$ cat src/rtl/cpu_pkg.sv
// Shared definitions for the multicycle CPU: sequencer state encoding and the
// opcode/function values the sequencer and instruction decoder both look at.
package cpu_pkg;

  // Encodings are visible to the instruction decoder; do not reorder.
  typedef enum logic [2:0] {
    StFetch   = 3'd0,
    StLoad    = 3'd1,
    StMem     = 3'd2,
    StExec    = 3'd3,
    StMultDiv = 3'd4,
    StHalt    = 3'd5
  } state_t;

  localparam logic [5:0] OP_RTYPE = 6'd0;
  localparam logic [5:0] OP_LB    = 6'd32;
  localparam logic [5:0] OP_LH    = 6'd33;
  localparam logic [5:0] OP_LWL   = 6'd34;
  localparam logic [5:0] OP_LW    = 6'd35;
  localparam logic [5:0] OP_LBU   = 6'd36;
  localparam logic [5:0] OP_LHU   = 6'd37;
  localparam logic [5:0] OP_LWR   = 6'd38;
  localparam logic [5:0] OP_SB    = 6'd40;
  localparam logic [5:0] OP_SH    = 6'd41;
  localparam logic [5:0] OP_SW    = 6'd43;

  localparam logic [5:0] FN_DIV   = 6'd26;
  localparam logic [5:0] FN_DIVU  = 6'd27;

  // Loads occupy the contiguous opcode range LB..LWR.
  function automatic logic is_load(input logic [5:0] op);
    return (op >= OP_LB) && (op <= OP_LWR);
  endfunction

  function automatic logic is_store(input logic [5:0] op);
    return (op == OP_SB) || (op == OP_SH) || (op == OP_SW);
  endfunction

  // Only the dividers need the MULTDIV wait; MULT/MULTU finish in EXEC.
  function automatic logic is_div(input logic [5:0] op, input logic [5:0] fn);
    return (op == OP_RTYPE) && ((fn == FN_DIV) || (fn == FN_DIVU));
  endfunction

endpackage

$ cat src/rtl/cpu_state_sequencer_if.sv
// Control bundle between the state sequencer (slave) and the rest of the CPU
// (master): bus stall and instruction fields in, state and strobes out.
interface cpu_state_sequencer_if;
  import cpu_pkg::*;

  logic        waitrequest;
  logic [5:0]  opcode;
  logic [5:0]  function_code;
  logic [31:0] pc_value;

  state_t      state;
  logic        active;
  logic        ir_write_enable;
  logic        data_write_enable;
  logic        pc_write_enable;
  logic        div_start;
  logic        div_busy;

  modport master (
    output waitrequest, opcode, function_code, pc_value,
    input  state, active, ir_write_enable, data_write_enable, pc_write_enable,
           div_start, div_busy
  );

  modport slave (
    input  waitrequest, opcode, function_code, pc_value,
    output state, active, ir_write_enable, data_write_enable, pc_write_enable,
           div_start, div_busy
  );

endinterface

$ cat src/rtl/multdiv_counter.sv
// Loadable down-counter timing the iterative divider. Loads DIV_CYCLES-1 and
// counts down to zero, where it sticks until the next load.
module multdiv_counter #(
  parameter int unsigned DIV_CYCLES = 32
) (
  input  logic clk,
  input  logic reset,
  input  logic load,
  input  logic dec,
  output logic zero
);

  localparam int unsigned CntW = $clog2(DIV_CYCLES);
  localparam logic [CntW-1:0] LoadVal = CntW'(DIV_CYCLES - 1);

  logic [CntW-1:0] count_q, count_d;

  // Load has priority; decrement saturates at zero so the count never wraps.
  always_comb begin
    count_d = count_q;
    if (load) begin
      count_d = LoadVal;
    end else if (dec && (count_q != '0)) begin
      count_d = count_q - CntW'(1);
    end
  end

  // Count register, cleared by synchronous reset.
  always_ff @(posedge clk) begin
    if (reset) begin
      count_q <= '0;
    end else begin
      count_q <= count_d;
    end
  end

  assign zero = (count_q == '0);

endmodule

$ cat src/rtl/cpu_state_sequencer.sv
// Multicycle CPU state sequencer: FETCH -> LOAD -> MEM -> [MULTDIV] -> EXEC,
// stalling on waitrequest for memory transfers and halting when PC reaches 0.
module cpu_state_sequencer
  import cpu_pkg::*;
#(
  parameter int unsigned DIV_CYCLES = 32
) (
  input  logic                  clk,
  input  logic                  reset,
  cpu_state_sequencer_if.slave  bus
);

  state_t state_q, state_d;
  logic   run_q;
  logic   div_start_q;
  logic   div_enter;
  logic   cnt_zero;
  logic   ir_we, data_we, pc_we;
  logic   mem_xfer;
  logic   pc_zero;
  state_t mem_exit;

  assign mem_xfer = is_load(bus.opcode) || is_store(bus.opcode);
  assign mem_exit = is_div(bus.opcode, bus.function_code) ? StMultDiv : StExec;
  assign pc_zero  = (bus.pc_value == 32'd0);

  // Next-state and strobe decode. Nothing advances until the first cycle out
  // of reset, so no strobe can fire while active is still low.
  always_comb begin
    state_d   = state_q;
    ir_we     = 1'b0;
    data_we   = 1'b0;
    pc_we     = 1'b0;
    div_enter = 1'b0;
    if (run_q) begin
      case (state_q)
        StFetch: begin
          if (pc_zero) begin
            state_d = StHalt;
          end else if (!bus.waitrequest) begin
            ir_we   = 1'b1;
            state_d = StLoad;
          end
        end
        StLoad: begin
          state_d = StMem;
        end
        StMem: begin
          if (mem_xfer) begin
            if (!bus.waitrequest) begin
              data_we = is_load(bus.opcode);
              state_d = mem_exit;
            end
          end else begin
            state_d = mem_exit;
          end
          div_enter = (state_d == StMultDiv);
        end
        StMultDiv: begin
          if (cnt_zero) begin
            state_d = StExec;
          end
        end
        StExec: begin
          pc_we   = 1'b1;
          state_d = StFetch;
        end
        StHalt: begin
          state_d = StHalt;
        end
        default: begin
          state_d = StHalt;
        end
      endcase
    end
  end

  // State, run flag and registered divider start pulse.
  always_ff @(posedge clk) begin
    if (reset) begin
      state_q     <= StFetch;
      run_q       <= 1'b0;
      div_start_q <= 1'b0;
    end else begin
      state_q     <= state_d;
      run_q       <= 1'b1;
      div_start_q <= div_enter;
    end
  end

  multdiv_counter #(
    .DIV_CYCLES (DIV_CYCLES)
  ) u_multdiv_counter (
    .clk   (clk),
    .reset (reset),
    .load  (div_enter),
    .dec   (state_q == StMultDiv),
    .zero  (cnt_zero)
  );

  // active drops combinationally in a FETCH at PC 0 so the decoder never
  // issues that read.
  assign bus.active            = run_q && (state_q != StHalt) &&
                                 (state_q inside {StFetch, StLoad, StMem, StExec, StMultDiv}) &&
                                 !((state_q == StFetch) && pc_zero);
  assign bus.state             = state_q;
  assign bus.ir_write_enable   = ir_we;
  assign bus.data_write_enable = data_we;
  assign bus.pc_write_enable   = pc_we;
  assign bus.div_start         = div_start_q;
  assign bus.div_busy          = (state_q == StMultDiv);

endmodule

$ cat src/flat_wrapper.sv
// flat-port wrapper written by rule: the top's interface ports become plain ports
module cpu_state_sequencer_flat import cpu_pkg::*;
#(
  parameter int unsigned DIV_CYCLES = 32
)
  (clk, reset, bus_waitrequest, bus_opcode, bus_function_code, bus_pc_value, bus_state, bus_active, bus_ir_write_enable, bus_data_write_enable, bus_pc_write_enable, bus_div_start, bus_div_busy);
  cpu_state_sequencer_if bus_i ();
  input  logic clk;
  input  logic reset;
  input wire logic [$bits(bus_i.waitrequest)-1:0] bus_waitrequest;
  input wire logic [$bits(bus_i.opcode)-1:0] bus_opcode;
  input wire logic [$bits(bus_i.function_code)-1:0] bus_function_code;
  input wire logic [$bits(bus_i.pc_value)-1:0] bus_pc_value;
  output wire logic [$bits(bus_i.state)-1:0] bus_state;
  output wire logic [$bits(bus_i.active)-1:0] bus_active;
  output wire logic [$bits(bus_i.ir_write_enable)-1:0] bus_ir_write_enable;
  output wire logic [$bits(bus_i.data_write_enable)-1:0] bus_data_write_enable;
  output wire logic [$bits(bus_i.pc_write_enable)-1:0] bus_pc_write_enable;
  output wire logic [$bits(bus_i.div_start)-1:0] bus_div_start;
  output wire logic [$bits(bus_i.div_busy)-1:0] bus_div_busy;
  assign bus_i.waitrequest = bus_waitrequest;
  assign bus_i.opcode = bus_opcode;
  assign bus_i.function_code = bus_function_code;
  assign bus_i.pc_value = bus_pc_value;
  assign bus_state = bus_i.state;
  assign bus_active = bus_i.active;
  assign bus_ir_write_enable = bus_i.ir_write_enable;
  assign bus_data_write_enable = bus_i.data_write_enable;
  assign bus_pc_write_enable = bus_i.pc_write_enable;
  assign bus_div_start = bus_i.div_start;
  assign bus_div_busy = bus_i.div_busy;
  cpu_state_sequencer #(.DIV_CYCLES(DIV_CYCLES)) u_core (.clk(clk), .reset(reset), .bus(bus_i));
endmodule
$ cat config.mk
export PLATFORM = sky130hd
export DESIGN_NAME = cpu_state_sequencer_flat
export DESIGN_NICKNAME = d
export VERILOG_FILES = /design/src/rtl/cpu_pkg.sv /design/src/rtl/cpu_state_sequencer_if.sv /design/src/rtl/multdiv_counter.sv /design/src/rtl/cpu_state_sequencer.sv /design/src/flat_wrapper.sv
export SDC_FILE = /design/constraint.sdc
export NUM_CORES = 1
export LEC_CHECK = 0
export CORE_UTILIZATION = 31
export CTS_CLUSTER_DIAMETER = 40
export DETAILED_ROUTE_END_ITERATION = 10
export HOLD_SLACK_MARGIN = 0.1
export PLACE_DENSITY = 0.81
export RECOVER_POWER = 25
export SYNTH_ARGS = -nofsm -noshare
export SYNTH_HDL_FRONTEND = slang
export SYNTH_HIERARCHICAL = 1
export SYNTH_SLANG_ARGS = --single-unit
$ cat constraint.sdc
create_clock -name clk -period 2.15 [get_ports clk]
set_input_delay 0.215 -clock clk [delete_from_list [all_inputs] [get_ports clk]]
set_output_delay 0.215 -clock clk [all_outputs]
set_load 0.02 [all_outputs]
==> results of run 1 <==
==> sequential cells by signal (all words and copies together) (netlist names) <==
register                          count
u_core/run_q                          1
u_core/u_multdiv_counter/count_q      5
u_core/bus.div_start                  1
u_core/bus.state                      3
==> metrics by stage <==
step | TNS, ns | utilization, % | instance area [sq um] | total power, W
2_1_floorplan | 0 | - | 778 | 0.000329
3_3_place_gp | -1.67 | 64.4 | 1470 | 0.000496
3_5_place_dp | -2.21 | 64.4 | 1470 | 0.000502
4_1_cts | 0 | 66.1 | 1500 | 0.000666
5_1_grt | -0.0151 | 66.8 | 1520 | 0.000707
6_report | 0 | 66.8 | 1520 | 0.000664
==> layout make-up <==
cell class / instances / area [sq um]
Clock buffer: 4 / 36.3
Sequential cell: 10 / 200
Inverter: 6 / 22.5
Fill cell: 193 / 756
Tap cell: 28 / 35.0
Timing Repair Buffer: 70 / 651
Multi-Input combinational cell: 73 / 576
==> layer usage <==
layer  routed length [um]  share of wire (%)  track usage (%)  vias up
li1                     -                  -                -      521
met1                 1010                 38             19.3      495
met2                 1450                 54             38.2       55
met3                  232                8.6             6.14        0
met4                    0                  0             8.56        0
met5                    0                  0                0        -
==> synth_stat cells, types with 3 or more instances <==
cell type / number
dfxtp_1: 10
nand2_1: 5
nor4_1: 9
inv_1: 5
a31oi_1: 3
o21ai_0: 3
nor2_1: 3
nor3b_1: 3
nor4b_1: 4
a21oi_1: 6
==> cell families (layout without fill, tap and decap cells) <==
family | after synthesis | count (layout) | share of synthesized area [%]
and+or+nand+nor | 49 | 49 | 46.3
AOI/OAI and AO/OA | 23 | 23 | 22.3
DFF | 10 | 10 | 25.9
buffers and inverters | 8 | 80 | 3.88
adders and majority gates | 1 | 1 | 1.62
==> power by group through the flow <==
| stage | Combinational, W | Clock, W | Sequential (W) |
|---|---|---|---|
| 6_report | 0.000273 | 0.000169 | 0.000222 |
| 5_1_grt | 0.000295 | 0.000188 | 0.000224 |
| 4_1_cts | 0.000272 | 0.000173 | 0.000220 |
| 3_5_place_dp | 0.000277 | 0 | 0.000225 |
| 3_3_place_gp | 0.000272 | 0 | 0.000224 |
| 2_1_floorplan | 0.000104 | 0 | 0.000225 |
==> repair_timing <==
item                       CTS  global route
setup endpoints to repair    5             3
pin swaps                    3             2
gates resized for setup     12             3
gates cloned                 0             0
==> worst max-delay path, delay by kind of cell <==
| kind | cells | cell delay (ns) |
|---|---|---|
| compound gates | 2 | 0.34 |
| buf+inv | 2 | 0.61 |
| simple gates | 3 | 1.14 |
==> worst min path at each step <==
stage	endpoint	depth (start not counted)	from
after floorplan	u_core/u_multdiv_counter/count_q[1]	1	reset
after global placement	u_core/u_multdiv_counter/count_q[4]	2	u_core/u_multdiv_counter/count_q[4]
after detailed placement	u_core/u_multdiv_counter/count_q[4]	2	u_core/u_multdiv_counter/count_q[4]
after CTS	u_core/u_multdiv_counter/count_q[4]	2	u_core/u_multdiv_counter/count_q[4]
after global routing	u_core/u_multdiv_counter/count_q[4]	2	u_core/u_multdiv_counter/count_q[4]
final	u_core/u_multdiv_counter/count_q[4]	2	u_core/u_multdiv_counter/count_q[4]
==> run metrics, run 1 <==
status complete, no violations; CP arrival approximately 2.3 ns; post-synth top area share 25.9%; Post-synth ARST share 0%; Critical Path RT approximately 2.3 ns; Reg2Reg Launch Point u_core/bus.state[2]; crit-path cells clkdlybuf4s50_1 -> or4b_4 -> or4_4 -> nor2_4 -> buf_4 -> a211oi_1 -> a311oi_2; TritonCTS Buffers 3; final setup fails 0; Int Power around 0.00046 W; Tot GR Track Use between 20% and 30%; post-route clock skew about 0.0027 ns; Post-synth EDFFs 0; CTS Sinks 10; post-route insts no fill ~190; Reg2Reg Setup Slack roughly 0.12 ns; first-pass GRT wire length roughly 4100 um; Remaining DRCs 0; Seq pwr share 33.4%; drt wl/cell roughly 14 um; Clock Tree Buf Depth 2; yosys warns 6; I/O Pins 56; postcts setup bufs 0; worst hold path type flip-flop to flip-flop; max_slew headroom between 60% and 70%; Worst path slowest cell or4_4; CP endpoint u_core/u_multdiv_counter/count_q[3]; Clock Power Share roughly a quarter; CP peak stage delay around 0.52 ns; vias in the first global route 1019; most frequent cells in the layout clkdlybuf4s50_1, buf_4, dfxtp_1; Starting Density 34.0%; Synth area leaders dfxtp_1, nor4_1, nor4b_1; CTS clk-pin slew, worst paths roughly 0.07 ns; hold_ws between 0.4 and 0.5 ns; largest net degree at the start of global routing 12; worst vdd ir roughly 0.00032 V; vias per inst 5.61; prevailing post-synth register cell dfxtp_1; Die Span X 51.9 um; Yosys cell types 39; Critical Path Start Type input port; Core Area 2280 sq um; Worst Reg-to-Reg Cells 6; Seq cells post-synth 10; cell area after synthesis between 700 and 800 sq um; Area growth, synth to finish 96.6%; commonest non-fill, non-tap cell in the layout clkdlybuf4s50_1; final hold violations 0; GRT overflow 0; Final Cycle Share 99.5%; endpoint class of the critical path flip-flop; combinational power share between 40% and 50%; root buf cell clkbuf_4; Buffers on Ports between 50 and 60; critical path class input port to flip-flop; # rows 17; worst slew pin tran about 0.54 ns; via count around 1.1k; die area 2700 sq um; DRT antenna net count 0; post-place setup slack -0.490 ns; Worst Setup SP bus_function_code[1]; proportion of layout cells with a drive suffix above 1 between 20 and 25%; Initial DRC Count 10; worst-path maximum fanout 4; cell total after placement between 150 and 200; ANT cells 0; max-slew violation count 0; sw frac slightly above 30%; Max Freq between 400 and 500 MHz; Synth Instances around 90; wirelength, routed between 2000 and 3000 um; TritonCTS clock tree built; r2r endpoint u_core/u_multdiv_counter/count_q[3]; P_sw around 0.00020 W; sequential share of the synthesized area roughly a quarter; Avg Inst Size Synth roughly 8.5 sq um; Final WS setup 0.00969 ns; hpwl dp around 2200 um; hold buffer count at cts 0; nets between 200 and 250; Max-Cap Viols 0; clk_lat worst skew roughly 0.26 ns; GP Congestion about 0.76; syn_nets between 100 and 150; LEAKAGE around 0.56 nW; pwr dens around 440 nW/um^2; initial antenna violation count 0; DR pass1 iterations 4; H-tree Lvls 1; Synth area leader dfxtp_1; post-layout min period around 2.1 ns; Die Y between 50 and 60 um
Note: power is estimated with default switching activity, not from simulation.
==> run 2: changes to the inputs <==
--- a/config.mk
+++ b/config.mk
@@ -11,6 +11,7 @@
 export HOLD_SLACK_MARGIN = 0.1
 export PLACE_DENSITY = 0.81
 export RECOVER_POWER = 25
+export REMOVE_ABC_BUFFERS = 1
 export SYNTH_ARGS = -nofsm -noshare
 export SYNTH_HDL_FRONTEND = slang
 export SYNTH_HIERARCHICAL = 1
==> run 2 against run 1 <==
Effect of this change: power is 1.3% higher; final cell count up 1.0%; die area unchanged; setup slack better by 0.0066 ns; core utilization grew 0.055 points; clock skew up 0.0072 ns; count of clock-buffer cells in the layout unchanged; critical endpoint is now u_core/u_multdiv_counter/count_q[1]; clock power barely moved; routed wire length fell by 0.37%; largest cell class unchanged; non-clock buffer count grew 2; critical path type unchanged; combinational power increased by 7.3%.
==> run metrics, run 2 (synthesis results as in run 1) <==
root buf cell clkbuf_4; Die Span X 51.9 um (unchanged); Die Y 51.9 um (unchanged); vias per inst 5.47 (-2.4%); max-slew violation count 0 (unchanged); endpoint class of the critical path flip-flop; post-route clock skew 0.00995 ns (+0.00722 ns); Final Cell Area 1520 sq um (about the same); Worst path slowest cell or4_4; final hold violations 0 (unchanged); vias in the first global route 1018 (-0.098%); WP buf/inv 2 (unchanged); Reg2Reg Launch Point u_core/u_multdiv_counter/count_q[1]; Tot GR Track Use 20.7% (+0.74 points); Buffers on Ports 54 (unchanged); Largest register FFs 5 (unchanged); Max-Cap Viols 0 (unchanged); via count 1056 (-1.4%); # rows 17 (unchanged); Critical Path Stages 7 (unchanged); pwr dens 442 nW/um^2 (+1.3%); overall power 0.000672 W (+1.3%); nets 214 (+0.94%); Critical Path RT 2.32 ns (about the same); die area 2700 sq um (unchanged); crit-path cells clkdlybuf4s50_1 -> or4_4 -> or4_4 -> nor2_4 -> buf_4 -> nor3_1 -> a2111oi_4; Worst Setup SP bus_opcode[1]; Most common cell on crit path or4_4; CTS Sinks 10 (unchanged); max_slew headroom 71.0% (+7.4 points); Remaining DRCs 0 (unchanged); initial antenna violation count 0 (unchanged); proportion of layout cells with a drive suffix above 1 20.6% (-1.5 points); Core Area 2280 sq um (unchanged); worst hold path type flip-flop to flip-flop; critical path class input port to flip-flop; GP Congestion 0.779 (+3.1%); worst slew pin tran 0.429 ns (-0.109 ns); postcts setup bufs 0 (unchanged); post-layout min period 2.13 ns (-0.00656 ns); cell total after placement 189 (+1.1%); H-tree Lvls 1 (unchanged); commonest non-fill, non-tap cell in the layout clkdlybuf4s50_1; CP endpoint u_core/u_multdiv_counter/count_q[1]; CP arrival 2.31 ns (about the same); final core utilization 66.8% (about the same); worst vdd ir 0.000399 V (+25%); TritonCTS Buffers 3 (unchanged); first-pass GRT wire length 4090 um (+0.49%); clk_lat worst skew 0.27 ns (about the same); post-route insts no fill 193 (+1.0%); r2r endpoint u_core/bus.state[0]; Area growth, synth to finish 96.8% (about the same); DRT antenna net count 0 (unchanged); Max Freq 469 MHz (+0.31%); hold buffer count at cts 0 (unchanged); I/O Pins 56 (unchanged); LEAKAGE 0.550 nW (-2.2%); RSZ-0062 raised after global routing true; hpwl dp 2310 um (+4.9%); Critical Path Start Type input port; worst-path maximum fanout 4 (unchanged); ANT cells 0 (unchanged); Worst Reg-to-Reg Cells 8 (+2); most frequent cells in the layout clkdlybuf4s50_1, buf_4, dfxtp_1; drt wl/cell 13.9 um (-1.4%); CP peak stage delay 0.54 ns (+0.02 ns); cell area after placement 1480 sq um (+0.68%); Initial DRC Count 15 (+5); Final Cycle Share 99.2% (-0.30 points); hold_ws 0.493 ns (+0.0171 ns); Top reg by flops u_core/u_multdiv_counter/count_q; final setup fails 0 (unchanged); Reg2Reg Setup Slack 0.11 ns (about the same); Crit path max-delay family simple AND/OR/NAND/NOR gates; status complete, no violations; TritonCTS clock tree built; wirelength, routed 2680 um (-0.37%); largest net degree at the start of global routing 11 (-1); DR pass1 iterations 4 (unchanged); CTS clk-pin slew, worst paths 0.07 ns (about the same); Starting Density 34.0% (unchanged); GRT overflow 0 (unchanged); Clock Tree Buf Depth 2 (unchanged)
==> run 2: how the worst min path moves through the flow <==
stage                     slack, ns                             endpoint  depth (start not counted)                                start
after global routing           0.50  u_core/u_multdiv_counter/count_q[4]                          2  u_core/u_multdiv_counter/count_q[4]
after detailed placement       0.48  u_core/u_multdiv_counter/count_q[4]                          2  u_core/u_multdiv_counter/count_q[4]
after CTS                      0.49  u_core/u_multdiv_counter/count_q[4]                          2  u_core/u_multdiv_counter/count_q[4]
after global placement         0.46  u_core/u_multdiv_counter/count_q[4]                          2  u_core/u_multdiv_counter/count_q[4]
final                          0.49  u_core/u_multdiv_counter/count_q[4]                          2  u_core/u_multdiv_counter/count_q[4]
after floorplan                0.28  u_core/u_multdiv_counter/count_q[1]                          1                                reset
==> run 2: layer usage <==
| metal | share of wire, % | global-route usage (%) | vias up |
|---|---|---|---|
| li1 | - | - | 522 |
| met1 | 37 | 19.7 | 478 |
| met2 | 57 | 42.5 | 56 |
| met3 | 6.4 | 2.63 | 0 |
| met4 | 0 | 9.46 | 0 |
| met5 | 0 | 0 | - |
==> run 2: power breakdown <==
| group | switching, W | internal, W | leakage (nW) |
|---|---|---|---|
| clock network | 0.0000651 | 0.000103 | 0.0210 |
| logic | 0.000122 | 0.000171 | 0.447 |
| registers | 0.0000143 | 0.000198 | 0.0816 |
| total | 0.000201 | 0.000471 | 0.550 |
==> run 2: cell type report <==
| type | count | area, sq um |
|---|---|---|
| Multi-Input combinational cell | 73 | 554 |
| Clock buffer | 4 | 36.3 |
| Timing Repair Buffer | 72 | 673 |
| Sequential cell | 10 | 200 |
| Inverter | 6 | 22.5 |
| Tap cell | 28 | 35.0 |
| Fill cell | 197 | 754 |
==> run 2: worst register-to-register path: stages (launching register included) <==
cell	delay (ns)
dfxtp_1	0.39
inv_1	0.07
ha_1	0.19
or4b_4	0.24
inv_2	0.04
or4b_1	0.52
a31oi_1	0.25
a2111o_1	0.15
o22ai_1	0.07
==> run 2: timing repair <==
| action | CTS | global route |
|---|---|---|
| pin swaps | 1 | 2 |
| setup endpoints to repair | 4 | 3 |
| gates resized for setup | 5 | 3 |
==> run 2: per-stage QoR <==
| stage | TNS [ns] | setup WS, ns |
|---|---|---|
| after CTS | 0 | 0.00423 |
| after global routing | -0.0327 | -0.0327 |
| after global placement | -1.22 | -0.284 |
| final | 0 | 0.0162 |
| after detailed placement | -1.43 | -0.344 |
| after floorplan | -0.0869 | -0.0869 |
